[config.mk]
export PLATFORM = sky130hd
export DESIGN_NAME = vga_frame_monitor
export DESIGN_NICKNAME = d
export VERILOG_FILES = /design/src/rtl/vga_mon_pkg.sv /design/src/rtl/vga_mon_crc16.sv /design/src/rtl/vga_frame_monitor.sv
export SDC_FILE = /design/constraint.sdc
export NUM_CORES = 1
export LEC_CHECK = 0
export ABC_AREA = 0
export ABC_CLOCK_PERIOD_IN_PS = 4500
export CORE_ASPECT_RATIO = 1.75
export CORE_UTILIZATION = 39
export DETAILED_ROUTE_END_ITERATION = 16
export PLACE_DENSITY = 0.69
export SLEW_MARGIN = 10
export SYNTH_ARGS = -nofsm -noshare
export SYNTH_HDL_FRONTEND = slang
export SYNTH_HIERARCHICAL = 1
export SYNTH_SLANG_ARGS = --single-unit
[constraint.sdc]
create_clock -name clk -period 4.5 [get_ports clk]
set_clock_uncertainty 0.15 [all_clocks]
set_input_delay 0.9 -clock clk [delete_from_list [all_inputs] [get_ports clk]]
set_output_delay 0.9 -clock clk [all_outputs]
set_load 0.03 [all_outputs]
[src/rtl/vga_mon_pkg.sv]
`default_nettype none
// ============================================================================
// Module   : vga_mon_pkg
// Purpose  : Shared constants and types for the VGA frame monitor.
// Revision : 1.0  initial release
// ============================================================================
package vga_mon_pkg;

  localparam logic [2:0] ADDR_CTRL      = 3'd0;
  localparam logic [2:0] ADDR_STAT      = 3'd1;
  localparam logic [2:0] ADDR_WIDTH_LO  = 3'd2;
  localparam logic [2:0] ADDR_WIDTH_HI  = 3'd3;
  localparam logic [2:0] ADDR_HEIGHT_LO = 3'd4;
  localparam logic [2:0] ADDR_HEIGHT_HI = 3'd5;
  localparam logic [2:0] ADDR_CRC_LO    = 3'd6;
  localparam logic [2:0] ADDR_CRC_HI    = 3'd7;

  localparam int unsigned CTRL_EN     = 0;
  localparam int unsigned CTRL_FREEZE = 1;
  localparam int unsigned CTRL_IRQ_EN = 2;
  localparam int unsigned CTRL_SEL    = 3;

  localparam int unsigned STAT_DONE = 0;
  localparam int unsigned STAT_ERR  = 1;

  localparam logic [15:0] CRC_POLY = 16'h1021;
  localparam logic [15:0] CRC_INIT = 16'hFFFF;

  typedef enum logic [1:0] {
    ST_IDLE    = 2'd0,
    ST_WAIT_VS = 2'd1,
    ST_MEASURE = 2'd2
  } state_e;

endpackage
`default_nettype wire

[src/rtl/vga_mon_crc16.sv]
`default_nettype none
// ============================================================================
// Module   : vga_mon_crc16
// Purpose  : Combinational CRC-16-CCITT step over one 24-bit pixel, MSB first.
//            Only built when VGA_MON_CRC_EN is defined.
// Revision : 1.0  initial release
// ============================================================================
`ifdef VGA_MON_CRC_EN
module vga_mon_crc16
  import vga_mon_pkg::*;
(
  input  logic [15:0] crc_in,
  input  logic [23:0] data_in,
  output logic [15:0] crc_out
);

  logic [15:0] crc_v;

  always_comb begin
    crc_v = crc_in;
    for (int i = 23; i >= 0; i--) begin
      crc_v = {crc_v[14:0], 1'b0} ^ ((crc_v[15] ^ data_in[i]) ? CRC_POLY : 16'h0000);
    end
    crc_out = crc_v;
  end

endmodule
`endif
`default_nettype wire

[src/rtl/vga_frame_monitor.sv]
`default_nettype none
// ============================================================================
// Module   : vga_frame_monitor
// Purpose  : Passive per-frame width/height/CRC checker with an 8-bit register
//            slave. CRC datapath is built only when VGA_MON_CRC_EN is defined.
// Revision : 1.0  initial release
// ============================================================================
module vga_frame_monitor
  import vga_mon_pkg::*;
#(
  parameter bit SYNC_ACTIVE_LOW = 1'b1,
  parameter int CNT_W           = 12
) (
  input  logic       clk,
  input  logic       reset,
  input  logic       vga_hs,
  input  logic       vga_vs,
  input  logic       vga_de,
  input  logic [7:0] vga_r,
  input  logic [7:0] vga_g,
  input  logic [7:0] vga_b,
  input  logic       s_cs_n,
  input  logic       s_write,
  input  logic       s_read,
  input  logic [2:0] s_address,
  input  logic [7:0] s_writedata,
  output logic [7:0] s_readdata,
  output logic       irq
);

  localparam logic [CNT_W-1:0] CNT_MAX = '1;

  state_e           state_q, state_d;
  logic             hs_q, vs_q, de_q, vs_prev_q, de_prev_q;
  logic             vs_rise, de_fall, measuring, commit, wr_en, rd_en;
  logic [CNT_W-1:0] pix_cnt_q, line_cnt_q, width_ref_q, width_sh_q, height_sh_q;
  logic             err_q, err_sh_q, done_q, irq_q;
  logic [7:0]       fcnt_q, readdata_q, rd_data;
  logic [3:0]       ctrl_q;
  logic [15:0]      width_ext, height_ext, crc_shadow;
  logic             unused_rgb, unused_inputs;

  assign vs_rise   = vs_q & ~vs_prev_q;
  assign de_fall   = de_prev_q & ~de_q;
  assign measuring = (state_q == ST_MEASURE) && !vs_rise;
  assign commit    = (state_q == ST_MEASURE) && vs_rise && !ctrl_q[CTRL_FREEZE];
  assign wr_en     = s_write & ~s_cs_n;
  assign rd_en     = s_read & ~s_cs_n;

  always_ff @(posedge clk) begin
    if (reset) state_q <= ST_IDLE;
    else       state_q <= state_d;
  end

  // A measured frame is committed at the next frame start, then one frame is skipped.
  always_comb begin
    state_d = state_q;
    case (state_q)
      ST_IDLE:    state_d = ST_WAIT_VS;
      ST_WAIT_VS: if (vs_rise) state_d = ST_MEASURE;
      ST_MEASURE: if (vs_rise) state_d = ST_WAIT_VS;
      default:    state_d = ST_IDLE;
    endcase
    if (!ctrl_q[CTRL_EN]) state_d = ST_IDLE;
  end

  always_ff @(posedge clk) begin
    if (reset) begin
      hs_q        <= 1'b0;
      vs_q        <= 1'b0;
      de_q        <= 1'b0;
      vs_prev_q   <= 1'b0;
      de_prev_q   <= 1'b0;
      pix_cnt_q   <= '0;
      line_cnt_q  <= '0;
      width_ref_q <= '0;
      err_q       <= 1'b0;
      width_sh_q  <= '0;
      height_sh_q <= '0;
      err_sh_q    <= 1'b0;
      fcnt_q      <= 8'h00;
      ctrl_q      <= 4'h0;
      done_q      <= 1'b0;
      irq_q       <= 1'b0;
      readdata_q  <= 8'h00;
    end else begin
      hs_q      <= vga_hs ^ SYNC_ACTIVE_LOW;
      vs_q      <= vga_vs ^ SYNC_ACTIVE_LOW;
      de_q      <= vga_de;
      vs_prev_q <= vs_q;
      de_prev_q <= de_q;

      if (!measuring) begin
        pix_cnt_q   <= '0;
        line_cnt_q  <= '0;
        width_ref_q <= '0;
        err_q       <= 1'b0;
      end else if (de_q) begin
        if (pix_cnt_q == CNT_MAX) err_q <= 1'b1;
        else                      pix_cnt_q <= pix_cnt_q + 1'b1;
      end else if (de_fall) begin
        pix_cnt_q <= '0;
        if (line_cnt_q == '0)              width_ref_q <= pix_cnt_q;
        else if (pix_cnt_q != width_ref_q) err_q <= 1'b1;
        if (line_cnt_q == CNT_MAX) err_q <= 1'b1;
        else                       line_cnt_q <= line_cnt_q + 1'b1;
      end

      if (commit) begin
        width_sh_q  <= width_ref_q;
        height_sh_q <= line_cnt_q;
        err_sh_q    <= err_q;
        fcnt_q      <= fcnt_q + 8'd1;
      end

      if (wr_en && s_address == ADDR_CTRL) ctrl_q <= s_writedata[3:0];

      // Commit has priority over a simultaneous write-1-to-clear.
      if (commit)
        done_q <= 1'b1;
      else if (wr_en && s_address == ADDR_STAT && s_writedata[STAT_DONE])
        done_q <= 1'b0;

      irq_q <= done_q & ctrl_q[CTRL_IRQ_EN];
      if (rd_en) readdata_q <= rd_data;
    end
  end

`ifdef VGA_MON_CRC_EN
  logic [23:0] rgb_q;
  logic [15:0] crc_q, crc_next, crc_sh_q;

  vga_mon_crc16 u_crc16 (
    .crc_in  (crc_q),
    .data_in (rgb_q),
    .crc_out (crc_next)
  );

  always_ff @(posedge clk) begin
    if (reset) begin
      rgb_q    <= 24'h000000;
      crc_q    <= CRC_INIT;
      crc_sh_q <= 16'h0000;
    end else begin
      rgb_q <= {vga_r, vga_g, vga_b};
      if (!measuring) crc_q <= CRC_INIT;
      else if (de_q)  crc_q <= crc_next;
      if (commit) crc_sh_q <= crc_q;
    end
  end

  assign crc_shadow = crc_sh_q;
  assign unused_rgb = 1'b0;
`else
  assign crc_shadow = 16'h0000;
  assign unused_rgb = ^{vga_r, vga_g, vga_b};
`endif

  assign width_ext     = 16'(width_sh_q);
  assign height_ext    = 16'(height_sh_q);
  assign unused_inputs = ^{hs_q, s_writedata[7:4], unused_rgb};

  always_comb begin
    rd_data = 8'h00;
    case (s_address)
      ADDR_CTRL:      rd_data = {4'h0, ctrl_q};
      ADDR_STAT:      rd_data = {6'h00, err_sh_q, done_q};
      ADDR_WIDTH_LO:  rd_data = width_ext[7:0];
      ADDR_WIDTH_HI:  rd_data = width_ext[15:8];
      ADDR_HEIGHT_LO: rd_data = height_ext[7:0];
      ADDR_HEIGHT_HI: rd_data = height_ext[15:8];
      ADDR_CRC_LO:    rd_data = crc_shadow[7:0];
      ADDR_CRC_HI:    rd_data = ctrl_q[CTRL_SEL] ? fcnt_q : crc_shadow[15:8];
      default:        rd_data = 8'h00;
    endcase
  end

  assign s_readdata = readdata_q;
  assign irq        = irq_q;

endmodule
`default_nettype wire

# --- Yosys cells after proc, flatten, opt, wreduce, memory -nomap -nowiden ---
# Cells that the tools add are included.
classes:
  add_sub_neg: 3
  mul: 0
  n_div: 0
  magnitude_cmp: 0
  eq_ne: 17
  shifts: 0
  n_mux: 16
  bitwise: 12
  n_reduce_logical: 21
op_table:
  columns: ["cell", "count"]
  rows:
  - ["$pmux 8 s8", 1]
  - ["$mux 12", 3]
  - ["$add 12x1->12 const B", 2]
  - ["$eq 12x12->1 const B", 2]
  - ["$eq 3x3->1 const B", 4]
  - ["$logic_not 12->1", 1]
  - ["$ne 12x12->1", 1]
  - ["$add 8x1->8 const B", 1]
  - ["$mux 1", 8]
  - ["$mux 8", 1]
  - ["$not 1->1", 7]
  - ["$eq 3x2->1 const B", 2]
  - ["$logic_and 1x1->1", 6]
  - ["$ne 2x2->1 const B", 3]
  - ["$pmux 2 s3", 1]
  - ["$reduce_and 3->1", 2]
  - ["$and 1x1->1", 5]
  - ["$mux 2", 2]
  - ["$reduce_and 2->1", 2]
  - ["$reduce_and 4->1", 1]
  - ["$reduce_bool 2->1", 2]
  - ["$reduce_or 2->1", 2]
  - ["$eq 3x1->1 const B", 1]
  - ["$logic_not 3->1", 1]
  - ["7 further kinds", 8]
word_totals:
  ff_bits: 90
  latch_bits: 0
  mem_bits_rw: 0
  rom_bits: 0
  inputBits: 43
  word_cells: 86
  memories: 0

# --- Depth between registers and ports, before layout ---
# Gate-level depths: netlist of the first run.
logic_depth:
  word_depth: 6
  mapped_depth: 8
  mapped_depth_nobuf: 7

# --- Worst setup path after synthesis of the first run ---
# Ideal clock, no wire load.
synth_path:
  path_kind: "input to register"
  from: "in s_address[0]"
  to: "reg ctrl_q[0]"
  arrival_ns: 1.952
  required_time_ns: 4.222
  path_slack_ns: 2.270
  cell_stages: 7
  n_path_buf: 2
  path_cell_list: "buf_2 > nor2_2 > nand2_1 > or3b_1 > buf_2 > mux2i_1 > nor2_1"
synth_between:
  elab_chain_len: 2
synth_rtl:
  columns: ["element", "line", "text"]
  rows:
  - ["start, declared", "vga_frame_monitor.sv:25", "input logic [2:0] s_address,"]
  - ["$logic_not 3->1", "vga_frame_monitor.sv:116", "if (wr_en && s_address == ADDR_CTRL) ctrl_q <= s_writedata[3:0];"]
  - ["$logic_and 1x1->1", "vga_frame_monitor.sv:116", null]
  - ["end signal, assigned", "vga_frame_monitor.sv:116", null]
  - ["end, declared", "vga_frame_monitor.sv:39", "logic [3:0] ctrl_q;"]
# Every way passes these cells.
# A chain may end at the register's enable or synchronous reset.

# --- Final worst setup path of the first run ---
# Same ends and word-level chain as after synthesis.

==> flow_metrics.tcl, run 1 <==
set metrics [dict create \
    synth_area_leaders "dfxtp_1, nand2_1, xor2_1" \
    reg2reg_to "fcnt_q[3]" \
    nNetsFinal 549 \
    yosys.area.top_type "dfxtp_1" \
    grt_pass1_wl_mm 15.3 \
    cp.arrival_ns 2.91 \
    die_w_um 80.2 \
    grt-ovfl-total 0 \
    synthFlopType "dfxtp_1" \
    period_share 0.631 \
    slew_viol_final 0 \
    wl_met3_um 217 \
    nFillCells 999 \
    status "finished, final reports clean" \
    timing.fmax_ghz 0.352 \
    diodes 0 \
    place_hpwl_mm 6.70 \
    rows 49 \
    holdWs_ns 0.304 \
    power_density_nw_per_um2 355 \
    gp_congestion 0.821 \
    grt_max_degree 31 \
    tightest_slew_ns 0.895 \
    syn_area_sq_um 4170 \
    drive_above_1_share 0.0651 \
    cp_cell_sequence "clkdlybuf4s50_1 -> nor2_2 -> nand2_1 -> or3b_1 -> mux2i_1 -> nor2_1" \
    intPower_mw 1.32 \
    cp.required_ns 4.57 \
    setup_viol 0 \
    syn_nets 547 \
    wl_met2_mm 4.90 \
    topRoutingLayerUsed "met4" \
    clkPwrFrac 0.479 \
    crit_fanout 19 \
    r2r_slack_ns 2.41 \
    ios 52 \
    grt_setup_unrepaired "no" \
    seq_power_share 0.482 \
    clk-insertion-delay-late_ns 0.34 \
    totalWireLength_mm 9.14 \
    cp_slowest_cell "clkdlybuf4s50_1" \
    synth_commonest_cells "nand2_1, dfxtp_1, a21oi_1" \
    vias_per_cell 5.32 \
    wl_per_cell_um 14.4 \
    cp-startpoint "s_address[0]" \
    clkSlewWorstSetupHoldPaths_ns 0.06 \
    maxSlewHeadroom 0.403 \
    p_sw_uw 354 \
    dr.pass1.iters 4 \
    leakage_nw 1.62 \
    worstHoldStart "height_sh_q[0]" \
    yosys_warnings 6 \
    grt_pass1_vias 3290 \
    synthToLayoutAreaGrowth_pct 12.9 \
    portBuffers 22 \
    cts.sinks 90 \
    hold_path_depth 2 \
    min_path_type "reg2reg" \
    cts_buffers 9 \
    yosysSeqAreaShare 0.432 \
    synth_edf_count 0 \
    cp_top_family "simple AND/OR/NAND/NOR gates" \
    fin_setup_tns_ns 0 \
    whs_endpoint "height_sh_q[0]" \
    end_kind "register" \
    clockBufferDepth 2 \
    finalHoldViolations 0 \
    drc 0 \
    cap_viol_max_count 0 \
    cts_tree "built" \
    vias 3372 \
    synth_seq_cells 90 \
    cts_root_buf "clkbuf_16" \
    die_height_um 139 \
    ir_drop_v 0.000234 \
    yosysUniqueCellTypes 54 \
    comb_power_share 0.039 \
    p_sw_frac 0.212 \
    cts_resized 0 \
    critPathLaunchType "input pin" \
    start_util 0.402 \
    wl_met1_mm 3.74 \
    path_class "in2reg" \
    htree_levels 3 \
    ant_nets 0 \
    ys_async_sr_fraction 0 \
    min_period_ns 2.84 \
    synth_top_area_frac 0.432 \
    slowest_delay_ns 0.79 \
    cts_setup_buffers 0 \
    antenna_found_initial 0 \
    r2r-start "vs_q" \
    grt_usage 0.175 \
    holdBufCountCts 0 \
    path_buf_inv 1 \
    dieArea_sq_um 11100 \
    synth_most_common_cell "nand2_1" \
    netlist_instances 500 \
    ff2ff_path_depth 6 \
    drt_iter0_markers 150 \
    core_sq_um 10400 \
    avgSynthCellArea_sq_um 8.34 \
]
==> area by class of cell <==
class / instances / area, sq um / share of cell area
multi-input cells: 371 / 2180 / 0.462
inverters: 6 / 22.5 / 0.00478
repair buffers: 24 / 230 / 0.0489
clock inverters: 5 / 86.3 / 0.0183
well taps: 127 / 159 / 0.0337
flip-flops and latches: 90 / 1800 / 0.383
clock buffers: 11 / 233 / 0.0494
==> power by group through the flow <==
| stage | Clock (mW) | Combinational, mW | Sequential [mW] |
|---|---|---|---|
| after floorplan | 0 | 0.0364 | 0.829 |
| after global placement | 0 | 0.0645 | 0.824 |
| after detailed placement | 0 | 0.0657 | 0.824 |
| after CTS | 0.818 | 0.0659 | 0.806 |
| after global routing | 0.854 | 0.0714 | 0.806 |
| final | 0.801 | 0.0654 | 0.806 |
==> cells by family after synthesis <==
kind of cell	share of synthesized area
mux	0.0201
xor+xnor	0.0777
compound gates	0.131
fa+ha+maj	0.0120
simple gates	0.282
flops	0.432
buf+inv	0.0459
==> state kept, by name, indices dropped and copies added (netlist names), 2 cells and up <==
name and flops:
width_sh_q 12, fcnt_q 8, ctrl_q 4, line_cnt_q 12, s_readdata 8, state_q 2
width_ref_q 12, pix_cnt_q 12, height_sh_q 12
==> stage by stage <==
| step | cell area, sq um | total power, mW | util | cells | setup WS, ns |
|---|---|---|---|---|---|
| floorplan | 4170 | 0.865 | - | 500 | 2.27 |
| global placement | 4390 | 0.888 | 0.424 | 618 | 1.34 |
| detailed placement | 4390 | 0.890 | 0.424 | 618 | 1.29 |
| CTS | 4710 | 1.69 | 0.455 | 634 | 1.65 |
| global route | 4710 | 1.73 | 0.455 | 634 | 1.50 |
| finish | 4710 | 1.67 | 0.455 | 634 | 1.66 |
==> routing by layer <==
| metal | global-route usage | up-vias |
|---|---|---|
| li1 | - | 1713 |
| met1 | 0.178 | 1586 |
| met2 | 0.325 | 52 |
| met3 | 0.0408 | 21 |
| met4 | 0.0846 | 0 |
| met5 | 0 | - |
==> tightest hold or removal path, delay by kind of cell (launching register included) <==
family / cells / cell delay, ns
flip-flops: 1 / 0.31
AO/OA/AOI/OAI: 1 / 0.05
AND/OR/NAND/NOR: 1 / 0.05
==> worst max path at each step <==
stage	endpoint	slack, ns	depth (start not counted)
after floorplan	ctrl_q[0]	2.27	7
after global placement	ctrl_q[0]	1.34	6
after detailed placement	ctrl_q[0]	1.29	6
after CTS	ctrl_q[0]	1.65	6
after global routing	ctrl_q[0]	1.50	6
final	ctrl_q[0]	1.66	6
==> cells in the final DEF, fill, tap and decap left out, types with 3 or more instances in the layout <==
master / n
a22oi_1: 4
inv_1: 6
nand4_1: 11
nor2b_1: 9
o21ai_1: 8
nor3_1: 4
o211ai_1: 8
mux2i_1: 5
nor2_1: 45
a21oi_1: 46
nand3b_1: 4
dfxtp_1: 90
ha_1: 4
and2_1: 3
xnor2_1: 10
and3_1: 4
clkdlybuf4s50_1: 21
clkbuf_16: 9
nand2_1: 101
nand3_1: 14
nor2_2: 4
nand2b_1: 7
a31oi_1: 3
o21ai_0: 6
and4_1: 3
nor4_1: 5
a211oi_1: 5
xor2_1: 27
(Power assumes the default switching activity.)
==> run 2, diff against run 1 <==
- ABC_CLOCK_PERIOD_IN_PS: 4500 -> 2300
- PLACE_DENSITY: 0.69 -> 0.72
- clock period: 4.5 -> 2.3 ns (I/O delays scaled with it)
==> run 2 against run 1 <==
  * Register-to-register slack worse by 2.1 ns
  * Wire length rose by 3.0%
  * Via count is 2.3% higher
  * First-iteration DRC count is 19% higher
  * Combinational power rose by 120%
  * Die area unchanged
  * Sequential share of layout area decreased by 0.82 points
  * Sequential cell count is the same
  * Global-route usage rose by 0.80 points
  * Hold slack gained 0.00065 ns
  * Critical path depth unchanged
  * Largest power group unchanged
  * Highest routed layer unchanged
==> flow_metrics.tcl, run 2 (synthesized netlist as in run 1, its figures left out) <==
set metrics [dict create \
    status "finished, final reports clean" \
    final_common_cell "nand2_1" \
    ios 52 \
    vias 3449 \
    slew_viol_final 0 \
    grt_max_degree 28 \
    antenna_found_initial 0 \
    ir_drop_v 0.000481 \
    nNetsFinal 560 \
    cap_viol_max_count 0 \
    critPathLaunchType "register" \
    final_cell_mix "nand2_1, dfxtp_1, a21oi_1, nor2_1, xor2_1" \
    grt_setup_unrepaired "no" \
    nFillCells 957 \
    die_height_um 139 \
    cts_root_buf "clkbuf_16" \
    crit_fanout 5 \
    finalHoldViolations 0 \
    power_density_nw_per_um2 674 \
    clkSlewWorstSetupHoldPaths_ns 0.06 \
    setup_viol 0 \
    core_sq_um 10400 \
    cts_setup_buffers 0 \
    vias_per_cell 5.35 \
    path_class "reg2reg" \
    clk-insertion-delay-late_ns 0.35 \
    holdBufCountCts 0 \
    drc 0 \
    drive_above_1_share 0.0888 \
    dieArea_sq_um 11100 \
    synthToLayoutAreaGrowth_pct 15.4 \
    layout_setup_ws_ns 0.299 \
    drt_iter0_markers 178 \
    diodes 0 \
    maxSlewHeadroom 0.441 \
    portBuffers 22 \
    post-place-ws_ns -0.0435 \
    tightest_slew_ns 0.839 \
    leakage_nw 1.68 \
    power_mw 3.24 \
    wl_per_cell_um 14.6 \
    cts.sinks 90 \
    rows 49 \
    gp_congestion 0.879 \
    start_util 0.402 \
    dr.pass1.iters 4 \
    htree_levels 3 \
    ant_nets 0 \
    grt_pass1_vias 3420 \
    cp.arrival_ns 2.05 \
    die_w_um 80.2 \
    min_path_type "reg2reg" \
    end_kind "register" \
    min_period_ns 2.00 \
    place_hpwl_mm 7.06 \
    grt-ovfl-total 0 \
    totalWireLength_mm 9.41 \
    clockBufferDepth 2 \
    period_share 0.870 \
    cts_tree "built" \
    cp.required_ns 2.35 \
    cts_buffers 9 \
    grt_pass1_wl_mm 15.8 \
    grt_usage 0.183 \
    timing.fmax_ghz 0.500 \
    cts_resized 0 \
]
==> run 2: cell types whose count changed in the layout (fill, tap and decap cells not counted), sizes merged <==
cell      previous run  this run
buf                  3        14
clkbuf              11        10
clkinv               2         3
bufinv               2         1
clkinvlp             0         1
==> run 2: layout make-up <==
type / count / area, sq um / area share
Clock buffer: 10 / 239 / 0.0497
Clock inverter: 6 / 75.1 / 0.0156
Inverter: 6 / 22.5 / 0.00468
Multi-Input combinational cell: 371 / 2180 / 0.452
Sequential cell: 90 / 1800 / 0.374
Tap cell: 127 / 159 / 0.0330
Timing Repair Buffer: 35 / 338 / 0.0702
==> run 2: path summary, 6_finish.rpt <==
check	from	to	slack, ns	cells after the start
worst max-delay path	line_cnt_q[0]	line_cnt_q[11]	0.30	6
worst min-delay path	s_readdata[0]	s_readdata[0]	0.30	2
worst max register to register	line_cnt_q[0]	line_cnt_q[11]	0.30	6
worst min register to register	s_readdata[0]	s_readdata[0]	0.30	2
==> run 2: critical path, cell delays in order, from the launching register on <==
cell	delay, ns
dfxtp_1	0.44
ha_1	0.22
nand3_2	0.14
or4_4	0.56
nand4_1	0.13
xor2_1	0.17
nor2_1	0.06
==> run 2: metal layers <==
metal | routed length [um] | up-vias | global-route usage
met5 | 0 | - | 0
met4 | 384 | 0 | 0.111
met3 | 248 | 24 | 0.0322
met2 | 5240 | 72 | 0.343
met1 | 3540 | 1613 | 0.179
li1 | - | 1740 | -
==> run 2: stage by stage <==
| stage | util | hold slack, ns | TNS, ns | cell area [sq um] | cells |
|---|---|---|---|---|---|
| 2_1_floorplan | - | 0.272 | 0 | 4170 | 500 |
| 3_3_place_gp | 0.434 | 0.284 | 0 | 4500 | 629 |
| 3_5_place_dp | 0.434 | 0.295 | -0.179 | 4500 | 629 |
| 4_1_cts | 0.464 | 0.302 | 0 | 4810 | 645 |
| 5_1_grt | 0.464 | 0.324 | 0 | 4810 | 645 |
| 6_report | 0.464 | 0.304 | 0 | 4810 | 645 |
==> run 2: power breakdown <==
| part | total [mW] | internal [mW] | switching, mW | leakage [nW] |
|---|---|---|---|---|
| Clock | 1.52 | 0.885 | 0.637 | 0.151 |
| Combinational | 0.145 | 0.0629 | 0.0816 | 0.801 |
| Sequential | 1.58 | 1.57 | 0.00846 | 0.726 |
| Total | 3.24 | 2.52 | 0.727 | 1.68 |
